File: config.mk
export PLATFORM = sky130hd
export DESIGN_NAME = jtframe_kabuki_keyld_flat
export DESIGN_NICKNAME = d
export VERILOG_FILES = /design/src/rtl/jtframe_kabuki_pkg.sv /design/src/rtl/jtframe_kabuki_keyld_if.sv /design/src/rtl/jtframe_kabuki_pace.sv /design/src/rtl/jtframe_kabuki_keyld.sv /design/src/flat_wrapper.sv
export SDC_FILE = /design/constraint.sdc
export NUM_CORES = 1
export LEC_CHECK = 0
export BUFFER_PORTS_ARGS = -buffer_cell sky130_fd_sc_hd__clkbuf_2
export CAP_MARGIN = 30
export CORE_ASPECT_RATIO = 1.4
export CORE_MARGIN = 1.5
export CORE_UTILIZATION = 56
export CTS_BUF_LIST = sky130_fd_sc_hd__clkbuf_2 sky130_fd_sc_hd__clkbuf_4 sky130_fd_sc_hd__clkbuf_8
export DETAILED_ROUTE_END_ITERATION = 8
export PLACE_DENSITY = 0.78
export SLEW_MARGIN = 10
export SYNTH_ARGS = -nofsm -noshare
export SYNTH_HDL_FRONTEND = slang
export SYNTH_SLANG_ARGS = --single-unit
File: constraint.sdc
create_clock -name clk -period 2.8 [get_ports clk]
set_clock_uncertainty 0.2 [all_clocks]
set_input_delay 0.28 -clock clk [delete_from_list [all_inputs] [get_ports clk]]
set_output_delay 0.28 -clock clk [all_outputs]
set_load 0.02 [all_outputs]
File: src/rtl/jtframe_kabuki_pkg.sv
// Shared constants, state type and checksum helper for the Kabuki key loader.
// Optional checksum byte enabled with `define JTFRAME_KABUKI_CHK_EN.
package jtframe_kabuki_pkg;

    localparam int unsigned KABUKI_KEY_BYTES = 11;
    localparam int unsigned KABUKI_KEY_W     = KABUKI_KEY_BYTES * 8;
    localparam int unsigned KABUKI_AW        = 26;
    localparam int unsigned KABUKI_CNT_W     = 4;

`ifdef JTFRAME_KABUKI_CHK_EN
    localparam int unsigned KABUKI_WIN = KABUKI_KEY_BYTES + 1;
`else
    localparam int unsigned KABUKI_WIN = KABUKI_KEY_BYTES;
`endif

    typedef enum logic [1:0] {
        ST_IDLE,
        ST_CAPTURE,
        ST_PLAY,
        ST_DONE
    } kabuki_st_e;

`ifdef JTFRAME_KABUKI_CHK_EN
    function automatic logic [7:0] kabuki_xor(input logic [KABUKI_KEY_W-1:0] key);
        logic [7:0] x;
        x = '0;
        for (int i = 0; i < int'(KABUKI_KEY_BYTES); i++) x ^= key[i*8 +: 8];
        return x;
    endfunction
`endif

endpackage

File: src/rtl/jtframe_kabuki_keyld_if.sv
// Download-side and decoder-side signals of the Kabuki key loader.
interface jtframe_kabuki_keyld_if;
    import jtframe_kabuki_pkg::*;

    logic                 downloading;
    logic [KABUKI_AW-1:0] ioctl_addr;
    logic [7:0]           ioctl_dout;
    logic                 ioctl_wr;
    logic [7:0]           prog_data;
    logic                 prog_we;
    logic                 kabuki_en;
    logic                 key_ok;
    logic                 busy;

    modport master (
        output downloading, ioctl_addr, ioctl_dout, ioctl_wr,
        input  prog_data, prog_we, kabuki_en, key_ok, busy
    );

    modport slave (
        input  downloading, ioctl_addr, ioctl_dout, ioctl_wr,
        output prog_data, prog_we, kabuki_en, key_ok, busy
    );
endinterface

File: src/rtl/jtframe_kabuki_pace.sv
// Replay pacing counter: after start, ticks every GAP cycles until aborted.
module jtframe_kabuki_pace #(
    parameter int unsigned GAP = 2
) (
    input  logic clk,
    input  logic rst_n,
    input  logic start_i,
    input  logic abort_i,
    output logic tick_c
);
    localparam int unsigned CW = 4;

    logic          run_q, run_d;
    logic [CW-1:0] cnt_q, cnt_d;

    // First tick lands GAP-1 cycles after start, so the registered strobe is GAP cycles in.
    always_comb begin
        run_d  = run_q;
        cnt_d  = cnt_q;
        tick_c = 1'b0;
        if (abort_i) begin
            run_d = 1'b0;
            cnt_d = '0;
        end else if (start_i) begin
            run_d = 1'b1;
            cnt_d = '0;
        end else if (run_q) begin
            if (cnt_q == CW'(GAP - 1)) begin
                tick_c = 1'b1;
                cnt_d  = '0;
            end else begin
                cnt_d = cnt_q + CW'(1);
            end
        end
    end

    always_ff @(posedge clk or negedge rst_n) begin
        if (!rst_n) begin
            run_q <= 1'b0;
            cnt_q <= '0;
        end else begin
            run_q <= run_d;
            cnt_q <= cnt_d;
        end
    end
endmodule

File: src/rtl/jtframe_kabuki_keyld.sv
// Captures the Kabuki key bytes from the ROM download and replays them to the decoder.
// `define JTFRAME_KABUKI_CHK_EN adds a trailing XOR checksum byte to the window.
module jtframe_kabuki_keyld
    import jtframe_kabuki_pkg::*;
#(
    parameter logic [KABUKI_AW-1:0] KEY_ADDR = 26'h0,
    parameter int unsigned          GAP      = 2
) (
    input  logic                   clk,
    input  logic                   rst_n,
    jtframe_kabuki_keyld_if.slave  bus
);
    localparam int unsigned IDX_W = 4;

    kabuki_st_e              st_q, st_d;
    logic                    dl_q;
    logic [KABUKI_WIN-1:0]   valid_q, valid_d, cap_valid;
    logic [KABUKI_CNT_W-1:0] cnt_q, cnt_d, cap_cnt;
    logic [KABUKI_KEY_W-1:0] key_q, cap_key;
    logic [IDX_W-1:0]        idx_q, idx_d;
    logic [7:0]              prog_data_q, prog_data_d;
    logic                    prog_we_q, prog_we_d;
    logic                    kab_q, kab_d, ok_q, ok_d, busy_q, busy_d;
    logic [KABUKI_AW-1:0]    off_c;
    logic [3:0]              off4_c;
    logic                    rise_c, fall_c, in_win_c, full_c, start_c, abort_c, tick_c;
`ifdef JTFRAME_KABUKI_CHK_EN
    logic [7:0]              chk_q, cap_chk;
`endif

    assign rise_c   =  bus.downloading & ~dl_q;
    assign fall_c   = ~bus.downloading &  dl_q;
    // Modular offset turns both window bounds into one unsigned compare.
    assign off_c    = bus.ioctl_addr - KEY_ADDR;
    assign off4_c   = off_c[3:0];
    assign in_win_c = off_c < KABUKI_AW'(KABUKI_WIN);

    // Key buffer and valid bits as updated by this cycle's download write.
    always_comb begin
        cap_key   = key_q;
        cap_valid = valid_q;
        cap_cnt   = cnt_q;
`ifdef JTFRAME_KABUKI_CHK_EN
        cap_chk   = chk_q;
`endif
        if (st_q == ST_CAPTURE && bus.ioctl_wr && in_win_c) begin
            if (!valid_q[off4_c]) cap_cnt = cnt_q + KABUKI_CNT_W'(1);
            cap_valid[off4_c] = 1'b1;
`ifdef JTFRAME_KABUKI_CHK_EN
            if (off4_c == 4'(KABUKI_KEY_BYTES)) cap_chk = bus.ioctl_dout;
            else
`endif
            cap_key[{off4_c, 3'b000} +: 8] = bus.ioctl_dout;
        end
    end

`ifdef JTFRAME_KABUKI_CHK_EN
    assign full_c = (cap_cnt == KABUKI_CNT_W'(KABUKI_WIN)) && (kabuki_xor(cap_key) == cap_chk);
`else
    assign full_c = (cap_cnt == KABUKI_CNT_W'(KABUKI_WIN));
`endif

    assign start_c = (st_q == ST_CAPTURE) && fall_c && full_c;
    assign abort_c = (st_q == ST_PLAY) && (rise_c || idx_q == IDX_W'(KABUKI_KEY_BYTES));

    jtframe_kabuki_pace #(.GAP(GAP)) u_pace (
        .clk     (clk),
        .rst_n   (rst_n),
        .start_i (start_c),
        .abort_i (abort_c),
        .tick_c  (tick_c)
    );

    always_comb begin
        st_d        = st_q;
        valid_d     = cap_valid;
        cnt_d       = cap_cnt;
        idx_d       = idx_q;
        prog_we_d   = 1'b0;
        prog_data_d = prog_data_q;
        kab_d       = kab_q;
        ok_d        = ok_q;
        unique case (st_q)
            ST_IDLE: ;
            ST_CAPTURE: begin
                if (fall_c) begin
                    st_d  = start_c ? ST_PLAY : ST_DONE;
                    idx_d = '0;
                    kab_d = 1'b0;
                    ok_d  = 1'b0;
                end
            end
            ST_PLAY: begin
                if (idx_q == IDX_W'(KABUKI_KEY_BYTES)) begin
                    st_d  = ST_DONE;
                    kab_d = 1'b1;
                    ok_d  = 1'b1;
                end else if (tick_c) begin
                    prog_we_d   = 1'b1;
                    prog_data_d = key_q[{idx_q, 3'b000} +: 8];
                    idx_d       = idx_q + IDX_W'(1);
                end
            end
            ST_DONE: ;
            default: st_d = ST_IDLE;
        endcase
        // A new download always restarts capture, cancelling any replay.
        if (rise_c && st_q != ST_CAPTURE) begin
            st_d      = ST_CAPTURE;
            valid_d   = '0;
            cnt_d     = '0;
            kab_d     = 1'b0;
            ok_d      = 1'b0;
            prog_we_d = 1'b0;
        end
        busy_d = (st_d == ST_CAPTURE) || (st_d == ST_PLAY);
    end

    // dl_q resets high so a download already active at release is not seen as a new one.
    always_ff @(posedge clk or negedge rst_n) begin
        if (!rst_n) begin
            st_q        <= ST_IDLE;
            dl_q        <= 1'b1;
            valid_q     <= '0;
            cnt_q       <= '0;
            idx_q       <= '0;
            prog_we_q   <= 1'b0;
            prog_data_q <= '0;
            kab_q       <= 1'b0;
            ok_q        <= 1'b0;
            busy_q      <= 1'b0;
        end else begin
            st_q        <= st_d;
            dl_q        <= bus.downloading;
            valid_q     <= valid_d;
            cnt_q       <= cnt_d;
            idx_q       <= idx_d;
            prog_we_q   <= prog_we_d;
            prog_data_q <= prog_data_d;
            kab_q       <= kab_d;
            ok_q        <= ok_d;
            busy_q      <= busy_d;
        end
    end

    always_ff @(posedge clk) begin
        key_q <= cap_key;
`ifdef JTFRAME_KABUKI_CHK_EN
        chk_q <= cap_chk;
`endif
    end

    assign bus.prog_data = prog_data_q;
    assign bus.prog_we   = prog_we_q;
    assign bus.kabuki_en = kab_q;
    assign bus.key_ok    = ok_q;
    assign bus.busy      = busy_q;
endmodule

File: src/flat_wrapper.sv
// flat-port wrapper written by rule: the top's interface ports become plain ports
module jtframe_kabuki_keyld_flat import jtframe_kabuki_pkg::*;
#(
    parameter logic [KABUKI_AW-1:0] KEY_ADDR = 26'h0,
    parameter int unsigned          GAP      = 2
)
  (clk, rst_n, bus_downloading, bus_ioctl_addr, bus_ioctl_dout, bus_ioctl_wr, bus_prog_data, bus_prog_we, bus_kabuki_en, bus_key_ok, bus_busy);
  jtframe_kabuki_keyld_if bus_i ();
  input  logic clk;
  input  logic rst_n;
  input wire logic [$bits(bus_i.downloading)-1:0] bus_downloading;
  input wire logic [$bits(bus_i.ioctl_addr)-1:0] bus_ioctl_addr;
  input wire logic [$bits(bus_i.ioctl_dout)-1:0] bus_ioctl_dout;
  input wire logic [$bits(bus_i.ioctl_wr)-1:0] bus_ioctl_wr;
  output wire logic [$bits(bus_i.prog_data)-1:0] bus_prog_data;
  output wire logic [$bits(bus_i.prog_we)-1:0] bus_prog_we;
  output wire logic [$bits(bus_i.kabuki_en)-1:0] bus_kabuki_en;
  output wire logic [$bits(bus_i.key_ok)-1:0] bus_key_ok;
  output wire logic [$bits(bus_i.busy)-1:0] bus_busy;
  assign bus_i.downloading = bus_downloading;
  assign bus_i.ioctl_addr = bus_ioctl_addr;
  assign bus_i.ioctl_dout = bus_ioctl_dout;
  assign bus_i.ioctl_wr = bus_ioctl_wr;
  assign bus_prog_data = bus_i.prog_data;
  assign bus_prog_we = bus_i.prog_we;
  assign bus_kabuki_en = bus_i.kabuki_en;
  assign bus_key_ok = bus_i.key_ok;
  assign bus_busy = bus_i.busy;
  jtframe_kabuki_keyld #(.KEY_ADDR(KEY_ADDR), .GAP(GAP)) u_core (.clk(clk), .rst_n(rst_n), .bus(bus_i));
endmodule
==> flow_summary_export.csv, run 1 <==
group,metric,value,unit
sta,unrepaired_setup_endpoints_after_global_routing,"yes",
clock_tree,tritoncts,"built",
pwr,cell_internal_pwr,3.001,mW
global_routing,grt_util_all_layers,0.2520,
sta,worstMarginPinSlew,0.8730,ns
clock_tree,cts-root-to-sink-buffers,2,
sta,hold-worst-slack,0.03579,ns
outcome,outcome,"finished clean",
synth,yosys-top-cells-area,"sky130_fd_sc_hd__edfxtp_1 42%, sky130_fd_sc_hd__dfrtp_1 15%, sky130_fd_sc_hd__and2_1 6.8%, sky130_fd_sc_hd__mux4_2 6.0%, sky130_fd_sc_hd__nor2_1 4.3%",
route,drt_iter0_markers,313,
synth,synth_compound_area_frac,0.07545,
synth,synth_nets,578,
placement,port_buffers,49,
global_routing,grt_overflow,0,
pwr,vdd_drop_max,0.0005206,V
job,max_cap_viols,0,
critical_path,worst_ep_required_time,2.94,ns
sta,period_needed,2.739,ns
synth,synth.yosys.warnings,0,
route,post-route-drc-count,0,
critical_path,worstSetupStartpoint,"u_core.st_q[1]$_DFF_PN0_",
floorplan,die_w,93.01,µm
synth,synth_async_sr_flop_share,0.3016,
synth,ys_ff_latch,126,
synth,syn_area,6351,µm²
synth,synth.yosys.seq_area_share,0.5660,
pwr,power,4.066,mW
layout,post_route_cells_drive_above_1_share,0.2406,
critical_path,worst-r2r-setup-slack,0.06,ns
floorplan,design.portCount,50,
synth,combinational_family_with_the_most_area_after_synthesis,"simple AND/OR/NAND/NOR gates",
pwr,p_leak,2.912,nW
clock_tree,numClockSinks,126,
critical_path,end_kind,"flop",
floorplan,core_footprint,10920,µm²
clock_tree,tritoncts.num_buffers,17,
clock_tree,clk-insertion-delay-late,0.45,ns
sta,tns,0,ns
pwr,power.clock.fraction,0.378,
floorplan,dieHeight,129.0,µm
critical_path,crit_path_max_fanout,6,
clock_tree,cts.reportedPaths.clkPinSlew,0.08,ns
route,routed-via-count,4449,
floorplan,initial_standard_cell_utilization_of_the_core,0.5814,
pwr,switching_share,0.2619,
global_routing,initial_antenna_violation_count,0,
synth,parity_gate_share_of_the_synthesized_area_counting_xor_and_xnor_cells,0.005516,
placement,gpl.final_weighted_congestion,0.9726,
route,number_of_iterations_in_the_first_detailed_routing_pass,5,
sta,fmaxAchievable,365.1,MHz
critical_path,reg_to_reg_critical_path_endpoint,"u_core.idx_q[0]$_DFFE_PN0P_",
synth,mapped_avg_cell_area,12.03,µm²
floorplan,die_area,12000,µm²
pwr,power_density_over_cell_area,558.4,nW/µm²
placement,dp_hpwl,10340,µm
critical_path,regToRegStartpoint,"u_core.st_q[1]$_DFF_PN0_",
critical_path,timing.setup.critical_path_class,"flop to flop",
floorplan,num_rows,45,
sta,layout_worst_path_cycle_share,0.9782,
sta,maxSlewHeadroom,0.4167,
sta,final-max-slew-violation-count,0,
sta,timing.final.setup_violations,0,
synth,synth-adder-area-share,0.02364,
critical_path,start_kind,"flop",
layout,final.fill_count,817,
clock_tree,htreeDepth,4,
synth,synth_top_cell_by_area,"sky130_fd_sc_hd__edfxtp_1",
layout,syn_to_final_growth,14.66,%
pwr,share_comb_of_total_power,0.119,
layout,nets,648,
placement,preCtsSetupSlack,-0.01843,ns
synth,synthMuxAreaShare,0.09476,
global_routing,wire_length_of_the_first_global_routing_pass,22430,µm
synth,synthDominantCellAreaShare,0.4161,
synth,syn_inst,528,
synth,synth_edf_count,88,
hold_path,hold_class,"primary input to async pin",
global_routing,grt_max_degree,39,
critical_path,critical_path_arrival,2.88,ns
synth,yosys_most_used_dff,"sky130_fd_sc_hd__edfxtp_1",
route,routed_wl,13960,µm
sta,final.setup.worst_slack,0.06117,ns
synth,synth_simple_gate_area_frac,0.2045,
route,wire_per_inst,18.56,µm
layout,antennaDiodeCount,0,
synth,number_of_distinct_library_cells_after_synthesis,58,
critical_path,rr_worst_depth,10,
route,route.antenna.remaining_nets,0,
sta,hold_viol,0,
pwr,power.share.sequential,0.503,
clock_tree,clock_tree.root_cell,"sky130_fd_sc_hd__clkbuf_8",
pwr,net-switching-power,1.065,mW
route,viasPerCell,5.916,
global_routing,vias_in_the_first_global_route,4496,
==> power groups by stage <==
stage                     combinational, mW  clock (mW)  sequential (mW)
final                                 0.483        1.54             2.04
after global routing                  0.540        1.62             2.05
after CTS                             0.476        1.54             2.05
after detailed placement              0.473           0             2.09
after global placement                0.454           0             2.08
after floorplan                       0.311           0             2.09
==> flip-flops by register name (all words and copies together) (netlist names) <==
register	flops
u_core.key_q	88
u_core.valid_q	11
u_core.bus.prog_data	8
u_core.cnt_q	4
u_core.idx_q	4
u_core.u_pace.cnt_q	4
u_core.st_q	2
u_core.bus.busy	1
u_core.bus.kabuki_en	1
u_core.bus.prog_we	1
u_core.dl_q	1
u_core.u_pace.run_q	1
==> final cells by class <==
type	count	area, µm²	share of cell area
multi-input cells	365	2591	0.3558
repair buffers	79	500.5	0.06873
flip-flops and latches	126	3595	0.4936
inverters	9	33.78	0.004639
well taps	141	176.4	0.02423
clock buffers	18	241.5	0.03316
clock inverters	14	143.9	0.01976
==> kinds of logic (layout without fill, tap and decap cells) <==
kind of cell    after synthesis  after routing
simple gates                243            243
flops                       126            126
compound gates               69             69
mux                          37             37
buf+inv                      37            120
fa+ha+maj                    12             12
xor+xnor                      4              4
==> worst max-delay path, stage by stage (launching register included) <==
cell	delay (ns)
sky130_fd_sc_hd__dfrtp_1	0.40
sky130_fd_sc_hd__inv_1	0.06
sky130_fd_sc_hd__ha_2	0.16
sky130_fd_sc_hd__nor4b_1	0.22
sky130_fd_sc_hd__nand2_1	0.14
sky130_fd_sc_hd__nor4b_4	0.33
sky130_fd_sc_hd__and3_4	0.25
sky130_fd_sc_hd__o41ai_4	0.11
sky130_fd_sc_hd__or2_4	0.31
sky130_fd_sc_hd__and3_2	0.23
sky130_fd_sc_hd__a211o_1	0.23
==> worst max-delay path by stage <==
stage	end	cells past startpoint	slack (ns)
global placement	u_core.idx_q[0]$_DFFE_PN0P_	10	0.09
finish	u_core.idx_q[0]$_DFFE_PN0P_	10	0.06
floorplan	u_core.idx_q[0]$_DFFE_PN0P_	12	0.006
global route	u_core.idx_q[0]$_DFFE_PN0P_	10	-0.06
CTS	u_core.idx_q[0]$_DFFE_PN0P_	10	0.008
detailed placement	u_core.idx_q[0]$_DFFE_PN0P_	10	-0.02
==> layout by cell type (no fill, tap or decap), types with 3 or more instances in the layout <==
master and n:
sky130_fd_sc_hd__dfrtp_1 37, sky130_fd_sc_hd__buf_4 26, sky130_fd_sc_hd__nor2_2 6, sky130_fd_sc_hd__clkbuf_2 49, sky130_fd_sc_hd__a31oi_1 18, sky130_fd_sc_hd__o21ai_0 7
sky130_fd_sc_hd__ha_1 11, sky130_fd_sc_hd__nor4_1 9, sky130_fd_sc_hd__and2_1 69, sky130_fd_sc_hd__nor2_1 68, sky130_fd_sc_hd__clkinv_4 3, sky130_fd_sc_hd__o221ai_1 8
sky130_fd_sc_hd__nand3b_1 3, sky130_fd_sc_hd__nor2b_1 10, sky130_fd_sc_hd__nor3b_1 5, sky130_fd_sc_hd__o21a_1 10, sky130_fd_sc_hd__inv_1 9, sky130_fd_sc_hd__clkbuf_8 17
sky130_fd_sc_hd__clkinvlp_4 3, sky130_fd_sc_hd__nand3_1 8, sky130_fd_sc_hd__nor4b_1 4, sky130_fd_sc_hd__mux4_2 17, sky130_fd_sc_hd__nand2_1 33, sky130_fd_sc_hd__nor3_1 6
sky130_fd_sc_hd__a21oi_1 14, sky130_fd_sc_hd__nand4_1 5, sky130_fd_sc_hd__mux2i_1 17, sky130_fd_sc_hd__edfxtp_1 88
==> Yosys cell counts (2+ instances only) <==
cell and count:
sky130_fd_sc_hd__mux2i_1 17, sky130_fd_sc_hd__nand3b_1 3, sky130_fd_sc_hd__and3_2 2, sky130_fd_sc_hd__buf_1 5, sky130_fd_sc_hd__nor2b_1 10, sky130_fd_sc_hd__and2_1 69
sky130_fd_sc_hd__o21a_1 10, sky130_fd_sc_hd__o221ai_1 8, sky130_fd_sc_hd__xnor2_1 2, sky130_fd_sc_hd__clkbuf_1 14, sky130_fd_sc_hd__mux4_2 17, sky130_fd_sc_hd__buf_6 3
sky130_fd_sc_hd__nand4_1 5, sky130_fd_sc_hd__nor4_1 9, sky130_fd_sc_hd__nand2b_1 2, sky130_fd_sc_hd__nor4b_1 4, sky130_fd_sc_hd__edfxtp_1 88, sky130_fd_sc_hd__nor2_1 73
sky130_fd_sc_hd__ha_1 12, sky130_fd_sc_hd__nand2_1 33, sky130_fd_sc_hd__dfrtp_1 37, sky130_fd_sc_hd__nor3b_1 5, sky130_fd_sc_hd__inv_1 9, sky130_fd_sc_hd__buf_4 2
sky130_fd_sc_hd__or2b_2 2, sky130_fd_sc_hd__a21oi_1 15, sky130_fd_sc_hd__nand3_1 8, sky130_fd_sc_hd__buf_2 2, sky130_fd_sc_hd__o21ai_0 7, sky130_fd_sc_hd__o22ai_1 2
sky130_fd_sc_hd__nor3_1 6, sky130_fd_sc_hd__mux2_2 2, sky130_fd_sc_hd__clkbuf_8 2, sky130_fd_sc_hd__xor2_1 2, sky130_fd_sc_hd__a31oi_1 18
==> through the flow <==
stage	cell area (µm²)	util	instances
floorplan	6354	-	528
global placement	6833	0.6255	717
detailed placement	6833	0.6255	717
CTS	7243	0.6631	751
global route	7282	0.6667	752
finish	7282	0.6667	752
==> metal layers <==
metal  GRT usage  wire length [µm]  up-vias
met2      0.4487              7357      163
met4      0.1061               491        0
met5           0                 0        -
met1      0.2855              5377     2175
met3     0.06442               734       40
li1            -                 -     2071
==> timing repair <==
action	4_1_cts	5_1_grt
hold endpoints to repair	38	0
setup endpoints to repair	1	43
buffers inserted	0	0
resized for setup	1	7
hold buffers	2	0
(Power assumes the default switching activity.)
==> run 2, diff against run 1 <==
- CTS_CLUSTER_SIZE: not set -> 25
- PLACE_DENSITY: 0.78 -> not set
- PLACE_DENSITY_LB_ADDON: not set -> 0.08
==> run 2 against run 1 <==
  * Global-route usage up 0.79 points
  * Flip-flop and latch count did not move
  * Combinational power increased by 3%
  * Non-clock buffer count grew 7
  * Clock power is 3% lower
  * Critical path depth unchanged
  * Critical path type unchanged
  * Largest power group unchanged
==> flow_summary_export.csv, run 2 (synthesis gave the netlist of run 1 again) <==
group,metric,value,unit
floorplan,die_area,12000,µm²
clock_tree,htreeDepth,4,
clock_tree,cts-root-to-sink-buffers,2,
sta,final.setup.worst_slack,0.09755,ns
global_routing,vias_in_the_first_global_route,4430,
sta,layout_worst_path_cycle_share,0.9652,
pwr,net-switching-power,1.036,mW
clock_tree,cts.reportedPaths.clkPinSlew,0.07,ns
route,routed-via-count,4412,
critical_path,timing.critical_path.cells,"inv_1 > ha_2 > nor4b_2 > nand2_1 > nor4b_4 > and3_4 > o41ai_4 > or2_4 > and3_2 > a211o_1",
placement,gpl.final_weighted_congestion,0.8903,
layout,largest_register_ffs,88,
clock_tree,clk-insertion-delay-late,0.43,ns
outcome,outcome,"finished clean",
pwr,power.clock.fraction,0.370,
critical_path,timing.setup.critical_path_class,"flop to flop",
sta,hold_viol,0,
clock_tree,numClockSinks,126,
floorplan,core_footprint,10920,µm²
critical_path,end_kind,"flop",
critical_path,rr_worst_depth,10,
placement,preCtsSetupSlack,0.02570,ns
placement,placement.cell_area,6870,µm²
route,wire_per_inst,19.19,µm
floorplan,die_w,93.01,µm
critical_path,start_kind,"flop",
critical_path,reg_to_reg_critical_path_endpoint,"u_core.idx_q[0]$_DFFE_PN0P_",
critical_path,highest_cell_delay_on_the_worst_timing_path,0.40,ns
route,viasPerCell,5.821,
floorplan,initial_standard_cell_utilization_of_the_core,0.5814,
global_routing,grt_max_degree,39,
global_routing,grt_util_all_layers,0.2599,
critical_path,worst_path_dominant_cell_family,"simple AND/OR/NAND/NOR gates",
route,routed_wl,14540,µm
layout,post_route_cells_drive_above_1_share,0.2431,
pwr,vdd_drop_max,0.0003747,V
pwr,power,4.042,mW
clock_tree,clock_tree.root_cell,"sky130_fd_sc_hd__clkbuf_8",
floorplan,dieHeight,129.0,µm
global_routing,grt_overflow,0,
pwr,p_leak,2.939,nW
layout,nets,655,
critical_path,worst_ep_required_time,2.92,ns
sta,worstMarginPinSlew,0.9387,ns
job,max_cap_viols,0,
floorplan,design.portCount,50,
placement,dp_hpwl,10570,µm
route,route.antenna.remaining_nets,0,
layout,final_util,0.6703,
pwr,cell_internal_pwr,3.006,mW
layout,antennaDiodeCount,0,
layout,most_common_library_cell_in_the_layout_ignoring_fill_and_taps,"sky130_fd_sc_hd__edfxtp_1",
pwr,power_density_over_cell_area,552.0,nW/µm²
route,post-route-drc-count,0,
sta,timing.final.setup_violations,0,
sta,hold-worst-slack,0.04906,ns
critical_path,regToRegStartpoint,"u_core.st_q[1]$_DFF_PN0_",
critical_path,critical_path_arrival,2.82,ns
layout,finish.instance_area,7322,µm²
sta,fmaxAchievable,370.0,MHz
clock_tree,tritoncts,"built",
pwr,power.share.sequential,0.506,
layout,syn_to_final_growth,15.29,%
sta,period_needed,2.702,ns
sta,maxSlewHeadroom,0.3729,
pwr,switching_share,0.2564,
clock_tree,tritoncts.num_buffers,17,
placement,port_buffers,49,
floorplan,num_rows,45,
pwr,share_comb_of_total_power,0.123,
layout,most_frequent_cells_in_the_layout,"88 x sky130_fd_sc_hd__edfxtp_1, 72 x sky130_fd_sc_hd__nor2_1, 69 x sky130_fd_sc_hd__and2_1, 49 x sky130_fd_sc_hd__clkbuf_2, 37 x sky130_fd_sc_hd__dfrtp_1",
critical_path,worst-r2r-setup-slack,0.1,ns
sta,final-max-slew-violation-count,0,
hold_path,hold_class,"primary input to async pin",
global_routing,initial_antenna_violation_count,0,
critical_path,crit_path_max_fanout,6,
route,number_of_iterations_in_the_first_detailed_routing_pass,5,
critical_path,timing.critical_path.slowest_stage_cell,"sky130_fd_sc_hd__dfrtp_1",
global_routing,wire_length_of_the_first_global_routing_pass,22800,µm
route,drt_iter0_markers,222,
critical_path,crit_buf_inv,1,
layout,largest-register,"u_core.key_q",
[run 2: cell types whose count changed in the layout (fill, tap and decap cells not counted), moves of 3 or more]
cell	delta
sky130_fd_sc_hd__nor2_1	+4
sky130_fd_sc_hd__clkinv_4	-3
sky130_fd_sc_hd__nor2_2	-4
sky130_fd_sc_hd__buf_4	+6
[run 2: routing by layer]
layer | vias to the layer above | wire length (µm) | global-route usage
met5 | - | 0 | 0
met4 | 0 | 426 | 0.1070
met3 | 35 | 640 | 0.04669
met2 | 155 | 7897 | 0.4848
met1 | 2138 | 5580 | 0.2885
li1 | 2084 | - | -
[run 2: worst max path at each step]
stage / to / slack (ns) / depth (start not counted) / startpoint
after floorplan: u_core.idx_q[0]$_DFFE_PN0P_ / 0.006 / 12 / u_core.st_q[1]$_DFF_PN0_
after global placement: u_core.idx_q[0]$_DFFE_PN0P_ / 0.08 / 10 / u_core.st_q[1]$_DFF_PN0_
after detailed placement: u_core.idx_q[0]$_DFFE_PN0P_ / 0.03 / 11 / u_core.st_q[1]$_DFF_PN0_
after CTS: u_core.idx_q[0]$_DFFE_PN0P_ / 0.01 / 11 / u_core.st_q[1]$_DFF_PN0_
after global routing: u_core.idx_q[0]$_DFFE_PN0P_ / -0.03 / 10 / u_core.st_q[1]$_DFF_PN0_
final: u_core.idx_q[0]$_DFFE_PN0P_ / 0.1 / 10 / u_core.st_q[1]$_DFF_PN0_
[run 2: final cells by class]
type	instances	area, µm²
Tap cell	141	176.4
Fill cell	853	3601
Timing Repair Buffer	86	556.8
Sequential cell	126	3595
Inverter	9	33.78
Multi-Input combinational cell	365	2590
Clock buffer	19	249.0
Clock inverter	12	121.4
[run 2: power groups by stage]
stage                     Combinational [mW]  Clock, mW  Sequential (mW)
final                                  0.499       1.50             2.05
after global routing                   0.552       1.59             2.05
after CTS                              0.481       1.52             2.05
after detailed placement               0.477          0             2.08
after global placement                 0.462          0             2.08
after floorplan                        0.311          0             2.09
[run 2: repair_timing]
action / 4_1_cts / 5_1_grt
resized for setup: 0 / 7
hold buffers: 2 / 0
hold endpoints to repair: 38 / 0
buffers inserted: 0 / 2
endpoints found under the setup margin: 0 / 23
[run 2: through the flow]
| step | TNS [ns] | cells |
|---|---|---|
| 2_1_floorplan | 0 | 528 |
| 5_1_grt | -0.03302 | 758 |
| 4_1_cts | 0 | 755 |
| 3_5_place_dp | 0 | 722 |
| 3_3_place_gp | 0 | 722 |
| 6_report | 0 | 758 |
[run 2: worst register-to-register path: cells and delay by family (launching register included)]
family                     cells  cell delay [ns]
DFF                            1             0.40
and+or+nand+nor                6             1.41
adders and majority gates      1             0.18
buffers and inverters          1             0.07
AOI/OAI and AO/OA              2             0.33
==> run 3, diff against run 2 <==
- REMOVE_ABC_BUFFERS: not set -> 1
==> run 3 against run 2 <==
  * Final cell count rose by 1.3%
  * Largest power group unchanged
  * Largest cell class unchanged
  * Global-route usage rose by 0.43 points
  * Design area rose by 1.5%
  * Critical endpoint unchanged
==> flow_summary_export.csv, run 3 (synthesis gave the netlist of run 1 again) <==
group,metric,value,unit
outcome,outcome,"finished clean",
sta,period_needed,2.655,ns
floorplan,die_area,12000,µm²
hold_path,hold_class,"primary input to async pin",
critical_path,highest_cell_delay_on_the_worst_timing_path,0.39,ns
layout,final.fill_count,820,
sta,timing.final.setup_violations,0,
global_routing,grt_util_all_layers,0.2642,
route,post-route-drc-count,0,
route,viasPerCell,5.867,
layout,nets,664,
floorplan,design.portCount,50,
pwr,power_density_over_cell_area,559.4,nW/µm²
pwr,power.share.sequential,0.491,
placement,gpl.final_weighted_congestion,0.8914,
sta,worstMarginPinSlew,0.8090,ns
critical_path,worst_ep_required_time,2.93,ns
route,number_of_iterations_in_the_first_detailed_routing_pass,5,
clock_tree,numClockSinks,126,
route,routed-via-count,4506,
global_routing,vias_in_the_first_global_route,4552,
layout,most_common_library_cell_in_the_layout_ignoring_fill_and_taps,"sky130_fd_sc_hd__edfxtp_1",
sta,maxSlewHeadroom,0.4587,
critical_path,end_kind,"flop",
critical_path,start_kind,"flop",
layout,post_route_cells_drive_above_1_share,0.2552,
sta,final.setup.worst_slack,0.1451,ns
pwr,vdd_drop_max,0.0005092,V
sta,layout_worst_path_cycle_share,0.9482,
clock_tree,clock_tree.root_cell,"sky130_fd_sc_hd__clkbuf_8",
critical_path,timing.critical_path.slowest_stage_cell,"sky130_fd_sc_hd__dfrtp_1",
layout,largest_register_ffs,88,
critical_path,crit_path_max_fanout,6,
route,route.antenna.remaining_nets,0,
clock_tree,tritoncts,"built",
placement,dp_hpwl,10330,µm
clock_tree,tritoncts.num_buffers,17,
layout,largest-register,"u_core.key_q",
pwr,cell_internal_pwr,2.970,mW
route,routed_wl,14780,µm
layout,antennaDiodeCount,0,
pwr,share_comb_of_total_power,0.123,
pwr,net-switching-power,1.188,mW
layout,most_frequent_cells_in_the_layout,"88 x sky130_fd_sc_hd__edfxtp_1, 73 x sky130_fd_sc_hd__nor2_1, 69 x sky130_fd_sc_hd__and2_1, 49 x sky130_fd_sc_hd__clkbuf_2, 39 x sky130_fd_sc_hd__buf_4",
placement,preCtsSetupSlack,0.02950,ns
clock_tree,htreeDepth,4,
sta,hold_viol,0,
clock_tree,clk-insertion-delay-late,0.44,ns
route,wire_per_inst,19.24,µm
placement,port_buffers,49,
clock_tree,cts.reportedPaths.clkPinSlew,0.08,ns
critical_path,timing.setup.critical_path_class,"flop to flop",
pwr,power.clock.fraction,0.386,
layout,syn_to_final_growth,17.04,%
global_routing,grt_max_degree,39,
job,max_cap_viols,0,
sta,fmaxAchievable,376.7,MHz
global_routing,grt_overflow,0,
layout,final_util,0.6805,
global_routing,wire_length_of_the_first_global_routing_pass,23300,µm
floorplan,initial_standard_cell_utilization_of_the_core,0.5814,
floorplan,num_rows,45,
global_routing,initial_antenna_violation_count,0,
critical_path,timing.critical_path.cells,"inv_1 > ha_1 > nor4b_2 > nand2_1 > nor4b_4 > and3_4 > o41ai_4 > or2_4 > and3_2 > a211o_1",
floorplan,dieHeight,129.0,µm
sta,final-max-slew-violation-count,0,
critical_path,critical_path_arrival,2.79,ns
pwr,switching_share,0.2857,
clock_tree,cts-root-to-sink-buffers,2,
floorplan,die_w,93.01,µm
route,drt_iter0_markers,257,
floorplan,core_footprint,10920,µm²
pwr,p_leak,3.013,nW
-- run 3: worst max-delay path, delay by kind of cell (launching register included) --
kind                     cells  cell delay [ns]
buffers and inverters        1             0.06
AND/OR/NAND/NOR              6             1.41
AO/OA/AOI/OAI                2             0.33
flip-flops                   1             0.39
adder cells (fa/ha/maj)      1             0.17
-- run 3: path summary, 6_finish.rpt --
path | start | slack (ns) | endpoint | cells after the start
setup / recovery | u_core.st_q[1]$_DFF_PN0_ | 0.15 | u_core.idx_q[0]$_DFFE_PN0P_ | 10
hold / removal | rst_n | 0.002 | u_core.st_q[0]$_DFF_PN0_ | 2
setup reg to reg | u_core.st_q[1]$_DFF_PN0_ | 0.15 | u_core.idx_q[0]$_DFFE_PN0P_ | 10
hold reg to reg | u_core.bus.prog_data[7]$_DFFE_PN0P_ | 0.30 | u_core.bus.prog_data[7]$_DFFE_PN0P_ | 1
max in group asynchronous | rst_n | 1.91 | u_core.dl_q$_DFF_PN1_ | 3
min in group clk | bus_ioctl_dout[1] | 0.07 | u_core.key_q[57]$_DFFE_PP_ | 2
-- run 3: cell type report --
type	count	area [µm²]	area share
Clock buffer	17	234.0	0.03148
Clock inverter	15	175.2	0.02357
Inverter	9	33.78	0.004545
Multi-Input combinational cell	365	2585	0.3478
Sequential cell	126	3595	0.4836
Tap cell	141	176.4	0.02373
Timing Repair Buffer	95	634.4	0.08534
-- run 3: through the flow --
stage	cells	power, mW	instance area (µm²)	hold slack, ns	setup TNS, ns
after floorplan	500	2.375	6193	-0.2156	-4.645
after global placement	728	2.566	6925	0.2072	0
after detailed placement	728	2.583	6925	0.2134	0
after CTS	762	4.175	7355	0.06458	0
after global routing	768	4.314	7433	0.007528	-0.02876
final	768	4.158	7433	0.002462	0
-- run 3: layer usage --
metal  wire [µm]  vias to the layer above  track usage
met5           0                        -            0
met4         486                        0       0.1230
met3         589                       35      0.04255
met2        7966                      137       0.4762
met1        5736                     2215       0.3055
li1            -                     2119            -
-- run 3: what timing repair did --
item | CTS | global route
endpoints found under the hold margin | 38 | 0
endpoints found under the setup margin | 0 | 9
setup buffers | 0 | 4
hold buffers | 2 | 0
resized for setup | 0 | 5
-- run 3: power by group through the flow --
stage / Clock [mW] / Combinational, mW / Sequential [mW]
3_5_place_dp: 0 / 0.498 / 2.08
2_1_floorplan: 0 / 0.286 / 2.09
5_1_grt: 1.69 / 0.572 / 2.05
3_3_place_gp: 0 / 0.484 / 2.08
4_1_cts: 1.63 / 0.504 / 2.04
6_report: 1.60 / 0.511 / 2.04
